[src/rtl/picoblaze_io_pkg.sv]
// Shared constants and types for the PicoBlaze I/O hub.
// Holds the I/O-space address map, the "no interrupt" code, the
// interrupt FSM state type and the priority-encoder helper.
package picoblaze_io_pkg;

  localparam logic [7:0] ADDR_IN_BASE  = 8'h20;
  localparam logic [7:0] ADDR_IRQ_PEND = 8'h40;
  localparam logic [7:0] ADDR_IRQ_MASK = 8'h41;
  localparam logic [7:0] ADDR_IRQ_ID   = 8'h42;
  localparam logic [7:0] ADDR_EOI      = 8'h43;

  localparam logic [7:0] IRQ_NONE      = 8'hFF;

  typedef enum logic [1:0] {
    ST_IDLE,
    ST_REQ,
    ST_SERVICE
  } irq_state_e;

  // Index of the lowest set bit, or IRQ_NONE when no bit is set.
  function automatic logic [7:0] irq_prio_id(input logic [7:0] v);
    logic [7:0] id;
    id = IRQ_NONE;
    for (int unsigned i = 0; i < 8; i++) begin
      if (v[i] && (id == IRQ_NONE)) id = 8'(i);
    end
    return id;
  endfunction

endpackage

[src/rtl/picoblaze_io_hub_if.sv]
// KCPSM6 port bus as seen between the processor and the I/O hub.
//   master : processor side (drives address, write data, strobes, ack)
//   slave  : hub side (drives read data and the interrupt request)
interface picoblaze_io_hub_if;
  logic [7:0] port_id;
  logic [7:0] out_port;
  logic       write_strobe;
  logic       read_strobe;
  logic [7:0] in_port;
  logic       interrupt;
  logic       interrupt_ack;

  modport master (
    output port_id, out_port, write_strobe, read_strobe, interrupt_ack,
    input  in_port, interrupt
  );

  modport slave (
    input  port_id, out_port, write_strobe, read_strobe, interrupt_ack,
    output in_port, interrupt
  );
endinterface

[src/rtl/picoblaze_irq_ctrl.sv]
// Interrupt controller for the PicoBlaze I/O hub.
// Rising-edge detection on irq_src, pending (write-1-to-clear) and
// mask registers, lowest-index priority encoder and the IDLE/REQ/SERVICE
// request FSM.
//   clk, reset : clock, synchronous active-high reset
//   irq_src    : interrupt sources (edge-sensitive)
//   wr_pend    : W1C write to IRQ_PEND this cycle (data in wdata)
//   wr_mask    : write to IRQ_MASK this cycle (data in wdata)
//   wr_eoi     : write to EOI this cycle
//   wdata      : write data, low N_IRQ bits
//   ack        : interrupt acknowledge from the processor
//   pend, mask : current register contents
//   irq_id     : lowest enabled pending index, 0xFF when none
//   interrupt  : registered request, high exactly in REQ
module picoblaze_irq_ctrl
  import picoblaze_io_pkg::*;
#(
  parameter int unsigned N_IRQ = 4
) (
  input  logic             clk,
  input  logic             reset,
  input  logic [N_IRQ-1:0] irq_src,
  input  logic             wr_pend,
  input  logic             wr_mask,
  input  logic             wr_eoi,
  input  logic [N_IRQ-1:0] wdata,
  input  logic             ack,
  output logic [N_IRQ-1:0] pend,
  output logic [N_IRQ-1:0] mask,
  output logic [7:0]       irq_id,
  output logic             interrupt
);

  logic [N_IRQ-1:0] src_q, src_d;
  logic [N_IRQ-1:0] pend_q, pend_d;
  logic [N_IRQ-1:0] mask_q, mask_d;
  irq_state_e       state_q, state_d;
  logic             irq_q, irq_d;
  logic             active;

  always_comb begin
    src_d  = irq_src;
    mask_d = wr_mask ? wdata : mask_q;
    pend_d = pend_q;
    if (wr_pend) pend_d = pend_q & ~wdata;
    // New edges are OR-ed in after the clear so a set wins over W1C.
    pend_d = pend_d | (irq_src & ~src_q);

    active  = |(pend_q & mask_q);
    state_d = state_q;
    unique case (state_q)
      ST_IDLE:    if (active) state_d = ST_REQ;
      ST_REQ: begin
        if (ack)          state_d = ST_SERVICE;
        else if (!active) state_d = ST_IDLE;
      end
      ST_SERVICE: if (wr_eoi || wr_pend) state_d = ST_IDLE;
      default:    state_d = ST_IDLE;
    endcase
    irq_d = (state_d == ST_REQ);
  end

  always_ff @(posedge clk) begin
    if (reset) begin
      src_q   <= '0;
      pend_q  <= '0;
      mask_q  <= '0;
      state_q <= ST_IDLE;
      irq_q   <= 1'b0;
    end else begin
      src_q   <= src_d;
      pend_q  <= pend_d;
      mask_q  <= mask_d;
      state_q <= state_d;
      irq_q   <= irq_d;
    end
  end

  assign pend      = pend_q;
  assign mask      = mask_q;
  assign irq_id    = irq_prio_id(8'(pend_q & mask_q));
  assign interrupt = irq_q;

endmodule

[src/rtl/picoblaze_io_hub.sv]
// KCPSM6 I/O hub: output registers, input ports, interrupt controller
// and a 128-byte RAM window, all on the processor's port bus.
//   clk, reset : clock, synchronous active-high reset
//   bus        : KCPSM6 port bus (slave side)
//   out_data   : output registers, reg k in bits [8k+7:8k]
//   in_data    : input ports, port k in bits [8k+7:8k]
//   irq_src    : interrupt sources
//   ram_*      : combinational RAM window, selected by port_id[7]
module picoblaze_io_hub
  import picoblaze_io_pkg::*;
#(
  parameter int unsigned N_OUT = 4,
  parameter int unsigned N_IN  = 4,
  parameter int unsigned N_IRQ = 4
) (
  input  logic               clk,
  input  logic               reset,
  picoblaze_io_hub_if.slave  bus,
  output logic [8*N_OUT-1:0] out_data,
  input  logic [8*N_IN-1:0]  in_data,
  input  logic [N_IRQ-1:0]   irq_src,
  output logic               ram_sel,
  output logic [6:0]         ram_addr,
  output logic               ram_we,
  output logic [7:0]         ram_wdata,
  input  logic [7:0]         ram_rdata
);

  logic             io_wr;
  logic             wr_pend, wr_mask, wr_eoi;
  logic [N_IRQ-1:0] pend, mask;
  logic [7:0]       irq_id;
  logic [7:0]       out_q [N_OUT];
  logic [7:0]       out_d [N_OUT];
  logic [7:0]       in_port_q, in_port_d;

  // Reads are registered every cycle, so read_strobe carries no information.
  logic unused_read_strobe;
  assign unused_read_strobe = bus.read_strobe;

  assign ram_sel   = bus.port_id[7];
  assign ram_addr  = bus.port_id[6:0];
  assign ram_wdata = bus.out_port;
  assign ram_we    = bus.write_strobe & bus.port_id[7];

  assign io_wr   = bus.write_strobe & ~bus.port_id[7];
  assign wr_pend = io_wr && (bus.port_id == ADDR_IRQ_PEND);
  assign wr_mask = io_wr && (bus.port_id == ADDR_IRQ_MASK);
  assign wr_eoi  = io_wr && (bus.port_id == ADDR_EOI);

  picoblaze_irq_ctrl #(.N_IRQ(N_IRQ)) u_irq (
    .clk       (clk),
    .reset     (reset),
    .irq_src   (irq_src),
    .wr_pend   (wr_pend),
    .wr_mask   (wr_mask),
    .wr_eoi    (wr_eoi),
    .wdata     (bus.out_port[N_IRQ-1:0]),
    .ack       (bus.interrupt_ack),
    .pend      (pend),
    .mask      (mask),
    .irq_id    (irq_id),
    .interrupt (bus.interrupt)
  );

  always_comb begin
    for (int unsigned k = 0; k < N_OUT; k++) begin
      out_d[k] = out_q[k];
      if (io_wr && (bus.port_id == 8'(k))) out_d[k] = bus.out_port;
      out_data[8*k +: 8] = out_q[k];
    end
  end

  always_comb begin
    in_port_d = '0;
    if (bus.port_id[7]) begin
      in_port_d = ram_rdata;
    end else begin
      for (int unsigned k = 0; k < N_OUT; k++) begin
        if (bus.port_id == 8'(k)) in_port_d = out_q[k];
      end
      for (int unsigned k = 0; k < N_IN; k++) begin
        if (bus.port_id == ADDR_IN_BASE + 8'(k)) in_port_d = in_data[8*k +: 8];
      end
      if (bus.port_id == ADDR_IRQ_PEND) in_port_d = 8'(pend);
      if (bus.port_id == ADDR_IRQ_MASK) in_port_d = 8'(mask);
      if (bus.port_id == ADDR_IRQ_ID)   in_port_d = irq_id;
    end
  end

  always_ff @(posedge clk) begin
    if (reset) begin
      for (int unsigned k = 0; k < N_OUT; k++) out_q[k] <= '0;
      in_port_q <= '0;
    end else begin
      for (int unsigned k = 0; k < N_OUT; k++) out_q[k] <= out_d[k];
      in_port_q <= in_port_d;
    end
  end

  assign bus.in_port = in_port_q;

endmodule

[src/flat_wrapper.sv]
// flat-port wrapper written by rule: the top's interface ports become plain ports
module picoblaze_io_hub_flat import picoblaze_io_pkg::*;
#(
  parameter int unsigned N_OUT = 4,
  parameter int unsigned N_IN  = 4,
  parameter int unsigned N_IRQ = 4
)
  (clk, reset, out_data, in_data, irq_src, ram_sel, ram_addr, ram_we, ram_wdata, ram_rdata, bus_port_id, bus_out_port, bus_write_strobe, bus_read_strobe, bus_interrupt_ack, bus_in_port, bus_interrupt);
  picoblaze_io_hub_if bus_i ();
  input  logic clk;
  input  logic reset;
  output logic [8*N_OUT-1:0] out_data;
  input  logic [8*N_IN-1:0] in_data;
  input  logic [N_IRQ-1:0] irq_src;
  output logic ram_sel;
  output logic [6:0] ram_addr;
  output logic ram_we;
  output logic [7:0] ram_wdata;
  input  logic [7:0] ram_rdata;
  input wire logic [$bits(bus_i.port_id)-1:0] bus_port_id;
  input wire logic [$bits(bus_i.out_port)-1:0] bus_out_port;
  input wire logic [$bits(bus_i.write_strobe)-1:0] bus_write_strobe;
  input wire logic [$bits(bus_i.read_strobe)-1:0] bus_read_strobe;
  input wire logic [$bits(bus_i.interrupt_ack)-1:0] bus_interrupt_ack;
  output wire logic [$bits(bus_i.in_port)-1:0] bus_in_port;
  output wire logic [$bits(bus_i.interrupt)-1:0] bus_interrupt;
  assign bus_i.port_id = bus_port_id;
  assign bus_i.out_port = bus_out_port;
  assign bus_i.write_strobe = bus_write_strobe;
  assign bus_i.read_strobe = bus_read_strobe;
  assign bus_i.interrupt_ack = bus_interrupt_ack;
  assign bus_in_port = bus_i.in_port;
  assign bus_interrupt = bus_i.interrupt;
  picoblaze_io_hub #(.N_OUT(N_OUT), .N_IN(N_IN), .N_IRQ(N_IRQ)) u_core (.clk(clk), .reset(reset), .bus(bus_i), .out_data(out_data), .in_data(in_data), .irq_src(irq_src), .ram_sel(ram_sel), .ram_addr(ram_addr), .ram_we(ram_we), .ram_wdata(ram_wdata), .ram_rdata(ram_rdata));
endmodule
[config.mk]
export PLATFORM = sky130hd
export DESIGN_NAME = picoblaze_io_hub_flat
export DESIGN_NICKNAME = d
export VERILOG_FILES = /design/src/rtl/picoblaze_io_pkg.sv /design/src/rtl/picoblaze_io_hub_if.sv /design/src/rtl/picoblaze_irq_ctrl.sv /design/src/rtl/picoblaze_io_hub.sv /design/src/flat_wrapper.sv
export SDC_FILE = /design/constraint.sdc
export NUM_CORES = 1
export LEC_CHECK = 0
export BUFFER_PORTS_ARGS = -buffer_cell sky130_fd_sc_hd__buf_2
export CAP_MARGIN = 0
export CORE_MARGIN = 2
export CORE_UTILIZATION = 25
export DETAILED_ROUTE_END_ITERATION = 6
export SKIP_CTS_REPAIR_TIMING = 1
export SLEW_MARGIN = 20
export SYNTH_ARGS = -nofsm -noshare
export SYNTH_HDL_FRONTEND = slang
export SYNTH_SLANG_ARGS = --single-unit
[constraint.sdc]
create_clock -name clk -period 2.13 [get_ports clk]
set_input_delay 0.426 -clock clk [delete_from_list [all_inputs] [get_ports clk]]
set_output_delay 0.426 -clock clk [all_outputs]
set_load 0.02 [all_outputs]
**After elaboration in Yosys (flattened, before gate mapping)**

Memories as Yosys holds them, arrays and structs flattened.
Cells that the tools add are included.
Widths: inputs -> output; s select.

- Bits in registers: 23
- RAM bits: 32
- Input bits: 65
- Output and inout bits: 58
- Word-level logic and storage cells: 97
- Memories kept: 1

- Equality and inequality tests: 21
- Multiplexer cells: 37
- Bitwise logic cells: 14
- Reduce and logical (&&, ||, !) cells: 18

Memories:

| memory | depth | bits a word | read ports | clocked after Yosys merged registers in | write ports | RTL line | RTL |
|---|---|---|---|---|---|---|---|
| u_core.out_q | 4 | 8 | 4 | 0 | 4 | picoblaze_io_hub.sv:33 | `logic [7:0] out_q [N_OUT];` |

Operators by type and width:

| kind | count |
|---|---|
| $mux 8 | 28 |
| $eq 8x8->1 const B | 7 |
| $eq 8x6->1 const B | 4 |
| $eq 8x7->1 const B | 4 |
| $and 4x4->4 | 4 |
| $eq 8x2->1 const B | 2 |
| $logic_and 1x1->1 | 10 |
| $eq 8x1->1 const B | 1 |
| $logic_not 8->1 | 1 |
| $mux 2 | 4 |
| $not 4->4 | 2 |
| $pmux 2 s3 | 1 |
| $eq 2x1->1 const B | 2 |
| $logic_and 1x1->1 const A | 4 |
| $mux 4 | 1 |
| $or 1x1->1 | 4 |
| $or 4x4->4 | 1 |
| $reduce_or 4->1 | 1 |
| $mux 1 | 3 |
| $and 1x1->1 | 2 |
| $eq 2x2->1 const B | 1 |
| $logic_not 2->1 | 1 |
| $logic_or 1x1->1 | 1 |
| $not 1->1 | 1 |

**Depth between registers and ports, before layout**

Gate-level depths: netlist of the first run.

- Word-level depth: 25
- Depth in mapped cells: 7
- Depth with buffers taken out: 5

**Cells and area by module**

A second synthesis of the first run with hierarchy kept.

- Cell total of the unflattened synthesis: 389
- Area, all modules: 3146.8 µm²

Modules (own cells, without submodules):

| module | instances | cells an instance | area an instance (µm²) | seq. area each (µm²) |
|---|---|---|---|---|
| picoblaze_io_hub | 1 | 332 | 2553.7 | 800.8 |
| picoblaze_irq_ctrl | 1 | 57 | 593.1 | 300.3 |

**Worst setup path after synthesis of the first run**

No wires, ideal clock.

- Kind: input to register
- Start point: input port bus_port_id[7]
- End point: register u_core.in_port_q[7] (netlist: u_core.bus.in_port[7])
- Library setup time: 0.103 ns
- Arrival: 1.937 ns
- Required time: 2.027 ns
- Setup slack: 0.089 ns
- Stages: 7
- Buffers on the path: 2
- Cell sequence: buf_6 > or4b_4 > buf_6 > nor2_8 > a31oi_4 > and2_4 > a2111oi_2

- Cells in the longest elaborated chain, start to end: 13
- Elaborated cells between the ends (all ways): 23
- Those cells by class: eq/ne: 10; mux: 12; reduce/logical: 1

Ends and longest elaborated chain:

| item | RTL line | RTL |
|---|---|---|
| from (decl) | flat_wrapper.sv:20 | `input wire logic [$bits(bus_i.port_id)-1:0] bus_port_id;` |
| $logic_not 8->1 | picoblaze_io_hub.sv:80 | `if (bus.port_id == 8'(k)) in_port_d = out_q[k];` |
| $mux 8 (4 in series) | picoblaze_io_hub.sv:80 |  |
| $mux 8 (4 in series) | picoblaze_io_hub.sv:83 | `if (bus.port_id == ADDR_IN_BASE + 8'(k)) in_port_d = in_data[8*k +: 8];` |
| $mux 8 | picoblaze_io_hub.sv:85 | `if (bus.port_id == ADDR_IRQ_PEND) in_port_d = 8'(pend);` |
| $mux 8 | picoblaze_io_hub.sv:86 | `if (bus.port_id == ADDR_IRQ_MASK) in_port_d = 8'(mask);` |
| $mux 8 | picoblaze_io_hub.sv:87 | `if (bus.port_id == ADDR_IRQ_ID) in_port_d = irq_id;` |
| $mux 8 (*) | picoblaze_io_hub.sv:76 | `if (bus.port_id[7]) begin` |
| to (signal assigned) | picoblaze_io_hub.sv:97 | `in_port_q <= in_port_d;` |
| to (decl) | picoblaze_io_hub.sv:35 | `logic [7:0] in_port_q, in_port_d;` |

Mark *: on every way between the ends. The rest lies on a longest branch, timed or not.
A chain may end at the register's enable or synchronous reset.

==> results.cfg, run 1 <==
[worst_setup_path]
timing.rr.start = u_core.out_q[2][2]
crit_path_top_delay_cell = nor2_1
worst-r2r-cell-count = 5
cp-start-kind = primary input
crit_arrival_ns = 1.99
rrSetupSlack_ns = 0.37
r2r-end = u_core.bus.in_port[2]
crit_path_end_kind = flop
crit_buf_inv = 3
crit_chain = buf_2, buf_4, nor2_1, buf_4, nand3_2, mux2i_1, nor2_1
slowest_delay_ns = 0.33
critPathKind = in2reg
required_ns = 2.30
cp_max_fo = 19
cpLargestDelayFamily = simple AND/OR/NAND/NOR gates

[floorplanning]
die_w_um = 116
rows = 40
core_sq_um = 12100
fp.dieH_um = 116
pin_count = 123
die-area_sq_um = 13400
initial_core_util_pct = 25.9

[timing]
skew_ns = 0.00385
hold_violations = 0
fmax_mhz = 549
setup_viol = 0
drv_slew = 0
rsz0062_at_grt = no
finalCritPeriodShare_pct = 85.5
tightest_slew_ns = 0.581
period_needed_ns = 1.82
slew_headroom_pct = 61.3

[clock_network]
clockBufferDepth = 2
clock_sinks = 55
h-tree-depth = 2
path_clk_slew_ns = 0.07
cts_root_buf = clkbuf_16
cts_tree = built
clkLatencyLatePin_ns = 0.30
cts_buffers = 5

[hold_path]
min_from = irq_src[1]
min_path_cells = 2
min_path_type = in2reg
hold_path_end = u_core.u_irq.src_q[1]

[global_routing]
grt_pass1_vias = 2946
track_usage_pct = 15.7
grt_pass1_wl_um = 16100
grt.overflow.total = 0
antenna_found_initial = 0
grt_max_degree = 32

[logic_synthesis]
synth_seq_area_share_pct = 35.1
ys_types = 52
async_flop_share_pct = 0
ys_ff_latch = 55
syn_area_sq_um = 3130
syn_inst = 357
synth_area_per_cell_sq_um = 8.78
synth_ff_type = dfxtp_1
synth_edf_count = 0
syn_nets = 422
yosys_warnings = 0

[routing]
drtIter0Drc = 216
routed-via-count = 3056
dr.pass1.iters = 5
routed_wl_um = 10600
vias_per_cell = 4.74
drt-wirelength-per-cell_um = 16.4
drc_errors = 0
ant_nets = 0

[finish]
antenna_cells = 0
final_nets = 541
final_common_cell = buf_2
layout-drive-gt1-share_pct = 37.1
final_cell_mix = 121 x buf_2, 55 x dfxtp_1, 54 x nor2_1
fin_cells = 645
nFillCells = 1323
syn_to_final_growth_pct = 30.8

[power_and_ir_drop]
p_leak_uw = 0.00198
p_seq_share_pct = 46.2
p_total_uw = 2290
ir_drop_mv = 0.301
swShare_pct = 27.0
internal_power_uw = 1670
p_comb_share_pct = 15.9
p_per_area_nw_per_um2 = 559
clkPwrFrac_pct = 37.9
netSwitchingPower_uw = 619

[place]
gp_congestion = 0.855
place_hpwl_um = 8250
place.port_buffers = 121
place_inst = 637

[run]
maxCapViolCount = 0

[status]
status = completed
==> cell type report <==
class                           count  area [sq um]  area share [%]
Timing Repair Buffer              149           828            20.2
Tap cell                          168           210            5.13
Clock buffer                        6           139            3.39
Multi-Input combinational cell    256          1770            43.2
Sequential cell                    55          1100            26.9
Inverter                            9          33.8           0.825
Clock inverter                      2          16.3           0.397
==> stage by stage <==
step / instance area (sq um) / setup TNS, ns / utilization [%] / worst slack (ns) / hold slack [ns]
final: 4100 / 0 / 33.8 / 0.310 / 0.351
after floorplan: 3130 / 0 / - / 0.0892 / 0.432
after global routing: 4100 / 0 / 33.8 / 0.164 / 0.376
after CTS: 4100 / 0 / 33.8 / 0.294 / 0.350
after global placement: 3940 / 0 / 32.5 / 0.0103 / 0.445
after detailed placement: 3940 / -0.0140 / 32.5 / -0.0140 / 0.487
==> worst max-delay path by stage <==
stage	slack, ns	depth (start not counted)	end	startpoint
floorplan	0.09	7	u_core.bus.in_port[7]	bus_port_id[7]
global placement	0.01	7	u_core.out_q[0][2]	bus_port_id[0]
detailed placement	-0.01	7	u_core.out_q[2][0]	bus_port_id[4]
CTS	0.29	7	u_core.out_q[2][0]	bus_port_id[4]
global route	0.16	7	u_core.bus.in_port[3]	bus_port_id[0]
finish	0.31	7	u_core.out_q[0][2]	bus_port_id[0]
==> layer usage <==
layer  wire (um)  part of all wire, %  up-vias  GRT usage, %
li1            -                    -     1505             -
met4         105                 0.99        0          3.81
met3         750                  7.1        7          3.77
met5           0                    0        -             0
met1        4790                   45     1442          20.9
met2        4940                   47      102          25.8
==> synth_stat cells, drive strengths merged, types with 2 or more instances <==
library cell / n / area [sq um]
nor3b: 2 / 15.0
o221ai: 2 / 17.5
nor3: 6 / 35.0
or4b: 2 / 27.5
a221oi: 3 / 26.3
nor2b: 17 / 106
a22oi: 4 / 30.0
inv: 9 / 33.8
dfxtp: 55 / 1100
nor2: 55 / 223
o211ai: 3 / 22.5
o32ai: 3 / 26.3
nor4b: 5 / 50.0
and2: 6 / 40.0
o311a: 2 / 20.0
a31oi: 5 / 46.3
mux4: 3 / 67.6
clkbuf: 10 / 37.5
nand2b: 5 / 31.3
buf: 27 / 193
or3: 2 / 12.5
a2111oi: 6 / 71.3
mux2i: 40 / 400
a21oi: 17 / 85.1
o22ai: 4 / 25.0
nand3: 13 / 85.1
mux2: 2 / 22.5
nand3b: 3 / 22.5
o21ai: 12 / 60.1
nand2: 19 / 71.3
o2111a: 3 / 33.8
==> worst register-to-register path, stage by stage (launching register included) <==
cell and delay, ns:
dfxtp_1 0.32, or3_1 0.36, mux4_2 0.48, nor3b_1 0.16
o22ai_1 0.19, a31oi_1 0.12
==> cells by family after synthesis <==
logic type / count (synthesis) / share of synthesized area, %
buffers and inverters: 46 / 8.43
flip-flops: 55 / 35.1
AO/OA/AOI/OAI: 71 / 16.7
multiplexers: 45 / 15.7
AND/OR/NAND/NOR: 140 / 24.1
==> flip-flops by register name (all words and copies together), names as in the netlist <==
name                    flops
u_core.u_irq.interrupt      1
u_core.u_irq.state_q        2
u_core.bus.in_port          8
u_core.u_irq.mask           4
u_core.u_irq.src_q          4
u_core.out_q               32
u_core.u_irq.pend           4
==> power by group through the flow <==
| stage | clock network [uW] | logic, uW | registers [uW] |
|---|---|---|---|
| floorplan | 0 | 203 | 1090 |
| global placement | 0 | 363 | 1080 |
| detailed placement | 0 | 366 | 1080 |
| CTS | 891 | 368 | 1060 |
| global route | 924 | 397 | 1060 |
| finish | 868 | 364 | 1060 |
No activity file was read; power rests on OpenSTA's default activity.
==> inputs of run 2 (changes only) <==
==> constraint.sdc (replaced) <==
create_clock -name clk -period 2.3 [get_ports clk]
set_input_delay 0.46 -clock clk [delete_from_list [all_inputs] [get_ports clk]]
set_output_delay 0.46 -clock clk [all_outputs]
set_load 0.02 [all_outputs]
==> results.cfg, run 2 (synthesized netlist as in run 1, its figures left out) <==
[global_routing]
grt_max_degree = 46
antenna_found_initial = 0
busiest_layer = met2
use_met1_pct = 20.5
grt_pass1_vias = 2897
track_usage_pct = 15.6
grt.overflow.total = 0
use_met3_pct = 4.34
grt_pass1_wl_um = 15800
gr-usage-met2_pct = 25.1

[power_and_ir_drop]
internal_power_uw = 1520
netSwitchingPower_uw = 612
swShare_pct = 28.6
p_total_uw = 2140
clkPwrFrac_pct = 38.7
p_leak_uw = 0.00195
p_per_area_nw_per_um2 = 530
ir_drop_mv = 0.243
p_seq_share_pct = 45.8
p_comb_share_pct = 15.5

[finish]
nFillCells = 1310
fin_cells = 637
top_register = u_core.out_q
largest_reg_flops = 32
final_cell_mix = 121 x buf_2, 55 x dfxtp_1, 54 x nor2_1
final_nets = 533
final_common_cell = buf_2
antenna_cells = 0
layout-drive-gt1-share_pct = 36.0
syn_to_final_growth_pct = 28.6

[routing]
routed_wl_um = 10600
ant_nets = 0
drtIter0Drc = 148
dr.pass1.iters = 4
vias_per_cell = 4.83
routed-via-count = 3074
drt-wirelength-per-cell_um = 16.6
drc_errors = 0

[timing]
fmax_mhz = 496
tightest_slew_ns = 0.887
hold_violations = 0
setup_viol = 0
skew_ns = 0.00500
drv_slew = 0
slew_headroom_pct = 40.9
rsz0062_at_grt = no
finalCritPeriodShare_pct = 87.6
period_needed_ns = 2.01
layout_setup_ws_ns = 0.286
fin_tns_setup_ns = 0

[floorplanning]
core_sq_um = 12100
pin_count = 123
fp.dieH_um = 116
rows = 40
initial_core_util_pct = 25.9
die-area_sq_um = 13400
die_w_um = 116

[clock_network]
cts_tree = built
path_clk_slew_ns = 0.08
h-tree-depth = 2
cts_root_buf = clkbuf_16
clkLatencyLatePin_ns = 0.31
cts_buffers = 5
clockBufferDepth = 2
clock_sinks = 55

[worst_setup_path]
rrSetupSlack_ns = 0.55
crit_arrival_ns = 2.17
crit_buf_inv = 1
timing.rr.start = u_core.u_irq.pend[1]
critPathKind = in2reg
crit_chain = buf_2, or3_1, nor3_2, nand3_2, mux2i_1, nor2_1
required_ns = 2.46
worst-r2r-cell-count = 5
cpLargestDelayFamily = simple AND/OR/NAND/NOR gates
crit_cells = 6
crit_path_top_delay_cell = nand3_2
crit_path_end_kind = flop
cp-start-kind = primary input
cp_max_fo = 8
slowest_delay_ns = 0.43
r2r-end = u_core.bus.in_port[7]

[status]
status = completed

[place]
pre_cts_ws_ns = -0.0214
place_hpwl_um = 8000
place_inst = 629
gp_congestion = 0.913
place.port_buffers = 121

[hold_path]
min_path_cells = 2
min_from = irq_src[2]
min_path_type = in2reg
hold_path_end = u_core.u_irq.src_q[2]

[run]
maxCapViolCount = 0
-- run 2: worst max-delay path by stage --
| stage | from | to | slack (ns) |
|---|---|---|---|
| global route | bus_port_id[4] | u_core.out_q[1][7] | 0.20 |
| finish | bus_port_id[4] | u_core.out_q[1][6] | 0.29 |
| detailed placement | bus_port_id[4] | u_core.out_q[1][6] | -0.02 |
| CTS | bus_port_id[4] | u_core.out_q[1][6] | 0.30 |
| floorplan | bus_port_id[7] | u_core.bus.in_port[7] | 0.23 |
| global placement | bus_port_id[4] | u_core.out_q[1][7] | 0.03 |
-- run 2: layout make-up --
class	instances	area, sq um	area share [%]
clock inverters	3	33.8	0.839
inverters	9	33.8	0.839
clock buffers	5	125	3.11
well taps	168	210	5.22
flip-flops and latches	55	1100	27.3
multi-input cells	256	1770	43.9
repair buffers	141	756	18.8
-- run 2: layer usage --
layer / up-vias / wire, um
met4: 0 / 143
met1: 1470 / 4840
met5: - / 0
li1: 1494 / -
met3: 9 / 721
met2: 101 / 4870
-- run 2: worst reg2reg max path, delay by kind of cell (launching register included) --
kind	cells	cell delay (ns)
compound gates	3	0.77
simple gates	2	0.51
flops	1	0.38
-- run 2: stage by stage --
stage	hold WS (ns)	area (sq um)	util (%)
global placement	0.446	3870	31.9
CTS	0.367	4030	33.3
floorplan	0.432	3130	-
detailed placement	0.478	3870	31.9
global route	0.384	4030	33.3
finish	0.373	4030	33.3
-- run 2: power by group through the flow --
stage	clock network (uW)	registers [uW]	logic [uW]
after floorplan	0	1010	188
after global placement	0	1000	328
after detailed placement	0	1000	331
after CTS	851	978	333
after global routing	888	981	361
final	827	978	331
